File: src/rtl/wires_4x4b_to_5x3b_unpacker_pkg.sv
`default_nettype none
// ============================================================================
//  Module      : wires_4x4b_to_5x3b_unpacker_pkg
//  Description : Shared constants, types and helpers for the 5x3b <-> 4x4b
//                packer/unpacker pair. A frame is 15 payload bits plus one
//                pad bit, seen as four 4-bit words or five 3-bit words.
//  Revision    : 1.0 - initial release
// ============================================================================
package wires_4x4b_to_5x3b_unpacker_pkg;

    // Link widths and frame geometry
    localparam int IN_NBITS  = 4;
    localparam int OUT_NBITS = 3;
    localparam int IN_WORDS  = 4;
    localparam int OUT_WORDS = 5;
    localparam int BUF_NBITS = 7;
    localparam int PAD_BIT   = 15;

    // Register widths for occupancy and frame position counters
    localparam int OCC_W     = 3;
    localparam int IN_CNT_W  = 2;
    localparam int OUT_CNT_W = 3;

    typedef logic [BUF_NBITS-1:0]  buf_t;
    typedef logic [OCC_W-1:0]      occ_t;
    typedef logic [IN_CNT_W-1:0]   in_cnt_t;
    typedef logic [OUT_CNT_W-1:0]  out_cnt_t;
    typedef logic [IN_NBITS-1:0]   in_word_t;
    typedef logic [OUT_NBITS-1:0]  out_word_t;

    // Payload bits carried by the final input word of a frame: everything
    // from its first bit up to, but not including, the pad bit.
    localparam int LAST_IN_NBITS = PAD_BIT - (IN_WORDS - 1) * IN_NBITS;

    // Occupancy thresholds and counter terminal values, pre-sized
    localparam occ_t     OCC_OUT_STEP  = occ_t'(OUT_NBITS);
    localparam occ_t     OCC_IN_LIMIT  = occ_t'(BUF_NBITS - IN_NBITS);
    localparam in_cnt_t  IN_CNT_LAST   = in_cnt_t'(IN_WORDS - 1);
    localparam out_cnt_t OUT_CNT_LAST  = out_cnt_t'(OUT_WORDS - 1);

    // Number of bits enqueued for the input word at frame position in_cnt
    function automatic occ_t word_nbits(input in_cnt_t in_cnt);
        occ_t n;
        if (in_cnt == IN_CNT_LAST) begin
            n = occ_t'(LAST_IN_NBITS);
        end else begin
            n = occ_t'(IN_NBITS);
        end
        return n;
    endfunction

    // Keep only the low n bits of an input word (drops the pad bit)
    function automatic in_word_t word_payload(input in_word_t w, input occ_t n);
        in_word_t m;
        for (int i = 0; i < IN_NBITS; i++) begin
            m[i] = (i < int'(n)) ? w[i] : 1'b0;
        end
        return m;
    endfunction

endpackage : wires_4x4b_to_5x3b_unpacker_pkg
`default_nettype wire

File: src/rtl/wires_4x4b_to_5x3b_unpacker.sv
`default_nettype none
// ============================================================================
//  Module      : wires_4x4b_to_5x3b_unpacker
//  Description : Streaming 4-bit to 3-bit width converter. Each frame of four
//                4-bit words (15 payload bits + pad) is re-emitted as five
//                3-bit words through a 7-bit LSB-first shift buffer, with
//                val/rdy handshakes on both sides.
//  Revision    : 1.0 - initial release
// ============================================================================
module wires_4x4b_to_5x3b_unpacker
    import wires_4x4b_to_5x3b_unpacker_pkg::*;
(
    input  logic                 clk,
    input  logic                 reset,
    input  logic                 in_val,
    output logic                 in_rdy,
    input  logic [IN_NBITS-1:0]  in_msg,
    output logic                 out_val,
    input  logic                 out_rdy,
    output logic [OUT_NBITS-1:0] out_msg,
    output logic                 out_last
);

    buf_t     buf_q,     buf_d;
    occ_t     occ_q,     occ_d;
    in_cnt_t  in_cnt_q,  in_cnt_d;
    out_cnt_t out_cnt_q, out_cnt_d;

    logic     in_fire;
    logic     out_fire;
    buf_t     buf_after_deq;
    occ_t     occ_after_deq;
    occ_t     enq_nbits;
    in_word_t enq_bits;

    // Handshake outputs depend on registered state only, so there is no
    // combinational path from either input handshake to either output.
    always_comb begin
        in_rdy   = (occ_q <= OCC_IN_LIMIT);
        out_val  = (occ_q >= OCC_OUT_STEP);
        out_msg  = buf_q[OUT_NBITS-1:0];
        out_last = out_val && (out_cnt_q == OUT_CNT_LAST);
    end

    // Buffer update: dequeue first, then append the new word right above
    // the bits that remain. Bits above occ are always zero, so OR suffices.
    always_comb begin
        in_fire       = in_val && in_rdy;
        out_fire      = out_val && out_rdy;
        buf_after_deq = out_fire ? (buf_q >> OUT_NBITS) : buf_q;
        occ_after_deq = out_fire ? (occ_q - OCC_OUT_STEP) : occ_q;
        enq_nbits     = word_nbits(in_cnt_q);
        enq_bits      = word_payload(in_msg, enq_nbits);
        buf_d         = buf_after_deq;
        occ_d         = occ_after_deq;
        if (in_fire) begin
            buf_d = buf_after_deq | (buf_t'(enq_bits) << occ_after_deq);
            occ_d = occ_after_deq + enq_nbits;
        end
    end

    // Frame position counters: four input words and five output words
    always_comb begin
        in_cnt_d  = in_cnt_q;
        out_cnt_d = out_cnt_q;
        if (in_fire) begin
            in_cnt_d = (in_cnt_q == IN_CNT_LAST) ? '0 : in_cnt_q + in_cnt_t'(1);
        end
        if (out_fire) begin
            out_cnt_d = (out_cnt_q == OUT_CNT_LAST) ? '0 : out_cnt_q + out_cnt_t'(1);
        end
    end

    // State registers with asynchronous clear
    always_ff @(posedge clk or posedge reset) begin
        if (reset) begin
            buf_q     <= '0;
            occ_q     <= '0;
            in_cnt_q  <= '0;
            out_cnt_q <= '0;
        end else begin
            buf_q     <= buf_d;
            occ_q     <= occ_d;
            in_cnt_q  <= in_cnt_d;
            out_cnt_q <= out_cnt_d;
        end
    end

endmodule : wires_4x4b_to_5x3b_unpacker
`default_nettype wire

File: config.mk
export PLATFORM = sky130hd
export DESIGN_NAME = wires_4x4b_to_5x3b_unpacker
export DESIGN_NICKNAME = d
export VERILOG_FILES = /design/src/rtl/wires_4x4b_to_5x3b_unpacker_pkg.sv /design/src/rtl/wires_4x4b_to_5x3b_unpacker.sv
export SDC_FILE = /design/constraint.sdc
export NUM_CORES = 1
export LEC_CHECK = 0
export BUFFER_PORTS_ARGS = -buffer_cell sky130_fd_sc_hd__buf_2
export CORE_MARGIN = 1.5
export CORE_UTILIZATION = 23
export CTS_CLUSTER_SIZE = 16
export DETAILED_ROUTE_END_ITERATION = 8
export PLACE_DENSITY_LB_ADDON = 0.08
export RECOVER_POWER = 50
export SLEW_MARGIN = 20
export SYNTH_ARGS = -nofsm -noshare
export SYNTH_HDL_FRONTEND = slang
export SYNTH_SLANG_ARGS = --single-unit
File: constraint.sdc
create_clock -name clk -period 4.8 [get_ports clk]
set_input_delay 0.48 -clock clk [delete_from_list [all_inputs] [get_ports clk]]
set_output_delay 0.48 -clock clk [all_outputs]
set_load 0.005 [all_outputs]
==> results of run 1 <==
==> logic make-up (layout without fill, tap and decap cells) <==
kind of cell    after synthesis  after routing  synth area share (%)
buf+inv                      21             29                 8.871
flops                        15             15                 32.86
compound gates               40             40                 27.38
mux                           6              6                 5.258
xor+xnor                      2              2                 1.534
fa+ha+maj                     7              7                 8.324
simple gates                 36             36                 15.77
==> layout make-up <==
type | count | area share, %
Clock buffer | 3 | 3.226
Clock inverter | 1 | 0.3910
Inverter | 12 | 3.519
Multi-Input combinational cell | 91 | 52.00
Sequential cell | 15 | 29.33
Tap cell | 67 | 6.549
Timing Repair Buffer | 13 | 4.985
==> through the flow <==
| stage | std cells | cell area (um^2) |
|---|---|---|
| finish | 202 | 1280 |
| global route | 202 | 1280 |
| floorplan | 127 | 1142 |
| global placement | 198 | 1235 |
| detailed placement | 198 | 1235 |
| CTS | 202 | 1281 |
==> power by group through the flow <==
stage	registers, mW	logic, mW	clock network [mW]
floorplan	0.221	0.444	0
global placement	0.258	0.516	0
detailed placement	0.259	0.511	0
CTS	0.256	0.515	0.111
global route	0.271	0.578	0.117
finish	0.256	0.508	0.106
==> final timing paths <==
kind,end,cells after the start,from,slack (ns)
setup / recovery,occ_q[2]$_DFF_PP0_,11,occ_q[0]$_DFF_PP0_,1.91
hold / removal,buf_q[1]$_DFF_PP0_,2,reset,0.29
setup reg to reg,occ_q[2]$_DFF_PP0_,11,occ_q[0]$_DFF_PP0_,1.91
hold reg to reg,in_cnt_q[1]$_DFFE_PP0P_,2,in_cnt_q[1]$_DFFE_PP0P_,0.49
max in group asynchronous,occ_q[0]$_DFF_PP0_,2,reset,4.11
min in group clk,in_cnt_q[1]$_DFFE_PP0P_,2,in_cnt_q[1]$_DFFE_PP0P_,0.49
==> flip-flops by register name, summed over array words and instances, names as in the netlist <==
name / flops
buf_q: 7
in_cnt_q: 2
occ_q: 3
out_cnt_q: 3
==> Yosys cell counts (3+ instances only) <==
cell,number
a221oi_1,3
buf_2,3
buf_4,5
dfrtp_1,15
ha_1,6
inv_1,12
mux2i_1,6
nand2_1,15
nand2b_1,3
nand3_1,3
nor2_1,4
o21ai_0,8
o221ai_1,6
==> layer usage <==
| metal | vias to the layer above | share of wire (%) | wire, um | global-route usage (%) |
|---|---|---|---|---|
| met4 | 0 | 3.0 | 82 | 5.350 |
| met3 | 9 | 3.7 | 99 | 2.058 |
| met1 | 462 | 51 | 1363 | 15.56 |
| li1 | 478 | - | - | - |
| met5 | - | 0 | 0 | 0 |
| met2 | 18 | 43 | 1149 | 16.92 |
==> cells in the final DEF, fill, tap and decap left out, types with 3 or more instances in the layout <==
| cell | instances |
|---|---|
| nand2_1 | 15 |
| dfrtp_1 | 15 |
| inv_1 | 12 |
| buf_2 | 12 |
| o21ai_0 | 8 |
| o221ai_1 | 6 |
| mux2i_1 | 6 |
| ha_1 | 6 |
| nor2_1 | 4 |
| nand2b_1 | 3 |
| a221oi_1 | 3 |
| nand3_1 | 3 |
| clkbuf_8 | 3 |
==> qor.yml, run 1 <==
result_of_the_run: "finished, final reports clean"
synth-seq-cells: 15
clk_root_buffer_cell: "clkbuf_8"
first_global_vias: 986
final_core_utilization_pct: 26.92
fmax_mhz: 346.3
via_count: 967
internal_power_uw: 466.5
timing_worst_slew_pin_value_ns: 0.6109
power_frac_clock_pct: 12.1
maximum_number_of_pins_on_one_net_before_global_route_repair: 19
row_count: 25
placement.io_buffers: 13
synthesis.area_um2: 1142
yosys_warnings: 0
final_global_route_overflow_total: 0
multiInputGateArea_um2: 665.6
register_area_um2: 375.4
seqPwrFrac_pct: 29.4
antenna_violating_nets_left: 0
total_power_uw: 869.7
synthCells: 127
numClockSinks: 15
synth_enable_flop_cells: 0
final_layout_size_suffix_gt1_share_pct: 17.04
ys_top_cells_by_area: "dfrtp_1 33%, ha_1 6.6%, mux2i_1 5.3%, nand2_1 4.9%, o221ai_1 4.6%"
post_cts_buffers: 0
final.setup.worst_slack_ns: 1.912
vias_per_cell: 4.787
critical-path-top-cell-by-count: "ha_1"
setup_viol_count_final: 0
yosysUniqueCellTypes: 44
critical_path.max_stage_delay_ns: 0.56
synthesized_net_count: 142
synth_sequential_area_ratio_pct: 32.86
cap_viol_max_count: 0
htree_levels: 1
yosys.area.top_type: "dfrtp_1"
synth_ff_type: "dfrtp_1"
cts.hold.buffers_added: 0
detail_route.wirelength_um: 2694
wire_length_of_the_first_global_routing_pass_um: 4623
gp_routability_congestion: 0.7728
timing.setup.critical_path_class: "flop to flop"
worst_ir_drop_vdd_uv: 151.2
drc_errors: 0
grt.total_usage_pct: 11.28
grt_antenna_before_repair: 0
crit_slowest_cell: "dfrtp_1"
clock_skew_ns: 0.001623
min_period_over_period_pct: 60.16
dp.final_hpwl_um: 2090
routedWlPerCell_um: 13.34
clock_path_buffers: 2
ioPinCount: 14
static-leakage-power_nw: 0.5803
flow.area_growth_from_synthesis_pct: 12.05
finalSetupTns_ns: 0
power_density_nw_per_um2: 679.5
postCtsResizedCells: 0
width_of_the_die_um: 73.48
cts_buffers: 3
cp_cell_sequence: "ha_1, ha_1, o31ai_2, a22oi_1, inv_1, ha_1, inv_1, fa_1, xnor2_1, nor2_1, xnor2_1"
drt_pass1_iterations: 4
switching_power_uw: 403.2
antenna_cells_inserted: 0
coreArea_um2: 4755
clkTransAtPathRegs_ns: 0.07
post-synth-top-area-fraction_pct: 32.86
timing.final.crit_period_ns: 2.888
cts_tree: "yes"
hp-class: "primary input to asynchronous set/reset pin"
worst_skew_pair.late_latency_ns: 0.25
switching_share_pct: 46.36
timing.critical_path.arrival_ns: 3.01
rsz0062_at_grt: "no"
power_share_of_the_combinational_group_pct: 58.4
critPathTopFamily: "adder cells"
die_y_um: 73.48
cp.required_ns: 4.93
final_max_slew_viol_count: 0
synth_async_sr_flop_share_pct: 100.0
first_iter_violations: 95
timing_hold_violations_final: 0
initial_utilization_pct: 24.03
die_area_um2: 5399
crit_fanout: 18
layout.filler_cells: 559
critPathCaptureType: "flop"
syn_avg_cell_area_um2: 8.995
crit_path_start_kind: "flop"
timing.hold.ws_ns: 0.2902
path_buf_inv: 2
pre_cts_slack_ns: 1.905
fin_nets: 151
slew_headroom_pct: 59.23
No activity file was read; power rests on OpenSTA's default activity.
==> run 2: changes to the inputs <==
- clock period: 4.8 -> 3 ns (I/O delays scaled with it)
==> run 2 against run 1 <==
Effect of this change:
- first-iteration DRC count shrank 52%
- combinational power grew 76%
- die area is the same
- maximum frequency grew 7.4%
- global-route usage shrank 0.11 points
- core utilization grew 0.45 points
- largest cell class unchanged
==> qor.yml, run 2 (synthesized netlist as in run 1, its figures left out) <==
timing.final.crit_period_ns: 2.689  # -0.1987 ns
path_buf_inv: 2  # unchanged
power_density_nw_per_um2: 1096  # +61%
grt_antenna_before_repair: 0  # unchanged
first_iter_violations: 46  # -52%
postCtsResizedCells: 0  # unchanged
cts_tree: "yes"
row_count: 25  # unchanged
static-leakage-power_nw: 0.5917  # +2.0%
critical-path-top-cell-by-count: "ha_1"
final_layout_size_suffix_gt1_share_pct: 18.12  # +1.1 points
placement.io_buffers: 13  # unchanged
vias_per_cell: 4.654  # -2.8%
dpl-instance-area_um2: 1257  # +1.8%
timing.critical_path.arrival_ns: 2.81  # -0.20 ns
final_global_route_overflow_total: 0  # unchanged
cp_num_cells: 11  # unchanged
cp_cell_sequence: "ha_1, ha_1, o31ai_2, a22oi_1, inv_1, ha_1, inv_1, fa_1, xnor2_1, nor2_1, xnor2_1"
crit_slowest_cell: "dfrtp_1"
setup_viol_count_final: 0  # unchanged
switching_share_pct: 45.67  # -0.69 points
met3_capacity_usage_during_global_routing_pct: 2.469  # +0.41 points
rsz0062_at_grt: "no"
internal_power_uw: 775.2  # +66%
switching_power_uw: 651.6  # +62%
largest_reg_flops: 7  # unchanged
timing_hold_violations_final: 0  # unchanged
clk_root_buffer_cell: "clkbuf_8"
drc_errors: 0  # unchanged
critical_path.max_stage_delay_ns: 0.47  # -0.09 ns
hp-class: "primary input to asynchronous set/reset pin"
worst_skew_pair.late_latency_ns: 0.25  # about the same
numClockSinks: 15  # unchanged
htree_levels: 1  # unchanged
ioPinCount: 14  # unchanged
slew_headroom_pct: 58.66  # -0.57 points
critPathTopFamily: "adder cells"
drt_pass1_iterations: 4  # unchanged
coreArea_um2: 4755  # unchanged
via_count: 954  # -1.3%
timing.setup.critical_path_class: "flop to flop"
timing.reg2reg.worst_path_depth: 11  # unchanged
seqPwrFrac_pct: 25.6  # -3.8 points
dp.final_hpwl_um: 2061  # -1.4%
fmax_mhz: 371.9  # +7.4%
reg.largest.list: "buf_q: 7 flops, occ_q: 3 flops, out_cnt_q: 3 flops"
clkTransAtPathRegs_ns: 0.07  # about the same
timing.hold.ws_ns: 0.1163  # -0.1739 ns
worst_ir_drop_vdd_uv: 281.8  # +86%
power_share_of_the_combinational_group_pct: 62.8  # +4.4 points
crit_path_start_kind: "flop"
detail_route.wirelength_um: 2694  # unchanged
die_area_um2: 5399  # unchanged
initial_utilization_pct: 24.03  # unchanged
layout_common_cells: "15 x nand2_1, 15 x dfrtp_1, 12 x inv_1"
grt_use_met2_pct: 17.22  # +0.30 points
cp.required_ns: 3.13  # -1.80 ns
antenna_cells_inserted: 0  # unchanged
first_global_vias: 948  # -3.9%
power_frac_clock_pct: 11.6  # -0.5 points
cts_buffers: 3  # unchanged
post_cts_buffers: 0  # unchanged
total_power_mw: 1.427  # +64%
die_y_um: 73.48  # unchanged
wire_length_of_the_first_global_routing_pass_um: 4588  # -0.76%
busiest_layer: "met2"
finalSetupTns_ns: 0  # unchanged
cap_viol_max_count: 0  # unchanged
layout.filler_cells: 548  # -2.0%
flow.area_growth_from_synthesis_pct: 13.91
antenna_violating_nets_left: 0  # unchanged
stdcell_count: 205  # +1.5%
met1_usage_pct: 15.59  # +0.026 points
routedWlPerCell_um: 13.14  # -1.5%
largest-register: "buf_q"
fin_nets: 154  # +2.0%
critPathCaptureType: "flop"
multiInputGateArea_um2: 665.6  # unchanged
register_area_um2: 375.4  # unchanged
clock_skew_ns: 0.007131  # +0.005508 ns
cts.hold.buffers_added: 0  # unchanged
gp_routability_congestion: 0.7528  # -2.6%
final_max_slew_viol_count: 0  # unchanged
numPlacedInstances: 201  # +1.5%
post-route-cell-area_um2: 1301  # +1.7%
grt.total_usage_pct: 11.17  # -0.11 points
result_of_the_run: "finished, final reports clean"
timing_worst_slew_pin_value_ns: 0.6194  # +0.008546 ns
maximum_number_of_pins_on_one_net_before_global_route_repair: 18  # -1
min_period_over_period_pct: 89.64  # +29 points
width_of_the_die_um: 73.48  # unchanged
clock_path_buffers: 2  # unchanged
crit_fanout: 13  # -5
==> run 2: area by class of cell <==
cell class / instances / share of cell area [%]
Inverter: 12 / 3.462
Timing Repair Buffer: 16 / 6.538
Sequential cell: 15 / 28.85
Multi-Input combinational cell: 91 / 51.15
Clock buffer: 3 / 3.173
Clock inverter: 1 / 0.3846
Tap cell: 67 / 6.442
==> run 2: worst reg2reg max path, cell delays in order, from the launching register on <==
cell and delay (ns):
dfrtp_1 0.47, ha_1 0.23, ha_1 0.34, o31ai_2 0.36
a22oi_1 0.17, inv_1 0.10, ha_1 0.14, inv_1 0.05
fa_1 0.37, xnor2_1 0.14, nor2_1 0.06, xnor2_1 0.15
==> run 2: routing by layer <==
| metal | up-vias | share of wire, % |
|---|---|---|
| li1 | 483 | - |
| met1 | 456 | 51 |
| met2 | 11 | 45 |
| met3 | 4 | 3.5 |
| met4 | 0 | 0.93 |
| met5 | - | 0 |
==> run 2: path summary, 6_finish.rpt <==
path,slack [ns],end,startpoint
setup / recovery,0.31,occ_q[2]$_DFF_PP0_,occ_q[1]$_DFF_PP0_
max in group asynchronous,2.48,buf_q[2]$_DFF_PP0_,reset
hold reg to reg,0.48,in_cnt_q[1]$_DFFE_PP0P_,in_cnt_q[1]$_DFFE_PP0P_
setup reg to reg,0.31,occ_q[2]$_DFF_PP0_,occ_q[1]$_DFF_PP0_
hold / removal,0.12,buf_q[4]$_DFF_PP0_,reset
min in group clk,0.38,buf_q[0]$_DFF_PP0_,in_msg[0]
==> run 2: per-stage QoR <==
step / worst slack [ns] / util (%)
2_1_floorplan: 0.5268 / -
3_3_place_gp: 0.3944 / 26.45
3_5_place_dp: 0.3243 / 26.45
4_1_cts: 0.3060 / 27.42
5_1_grt: 0.1322 / 27.37
6_report: 0.3108 / 27.37
==> run 2: power groups by stage <==
stage                     clock network (mW)  registers [mW]  logic (mW)
after floorplan                            0           0.354       0.711
after global placement                     0           0.364       0.921
after detailed placement                   0           0.368       0.902
after CTS                              0.174           0.365       0.910
after global routing                   0.185           0.381        1.01
final                                  0.166           0.365       0.896
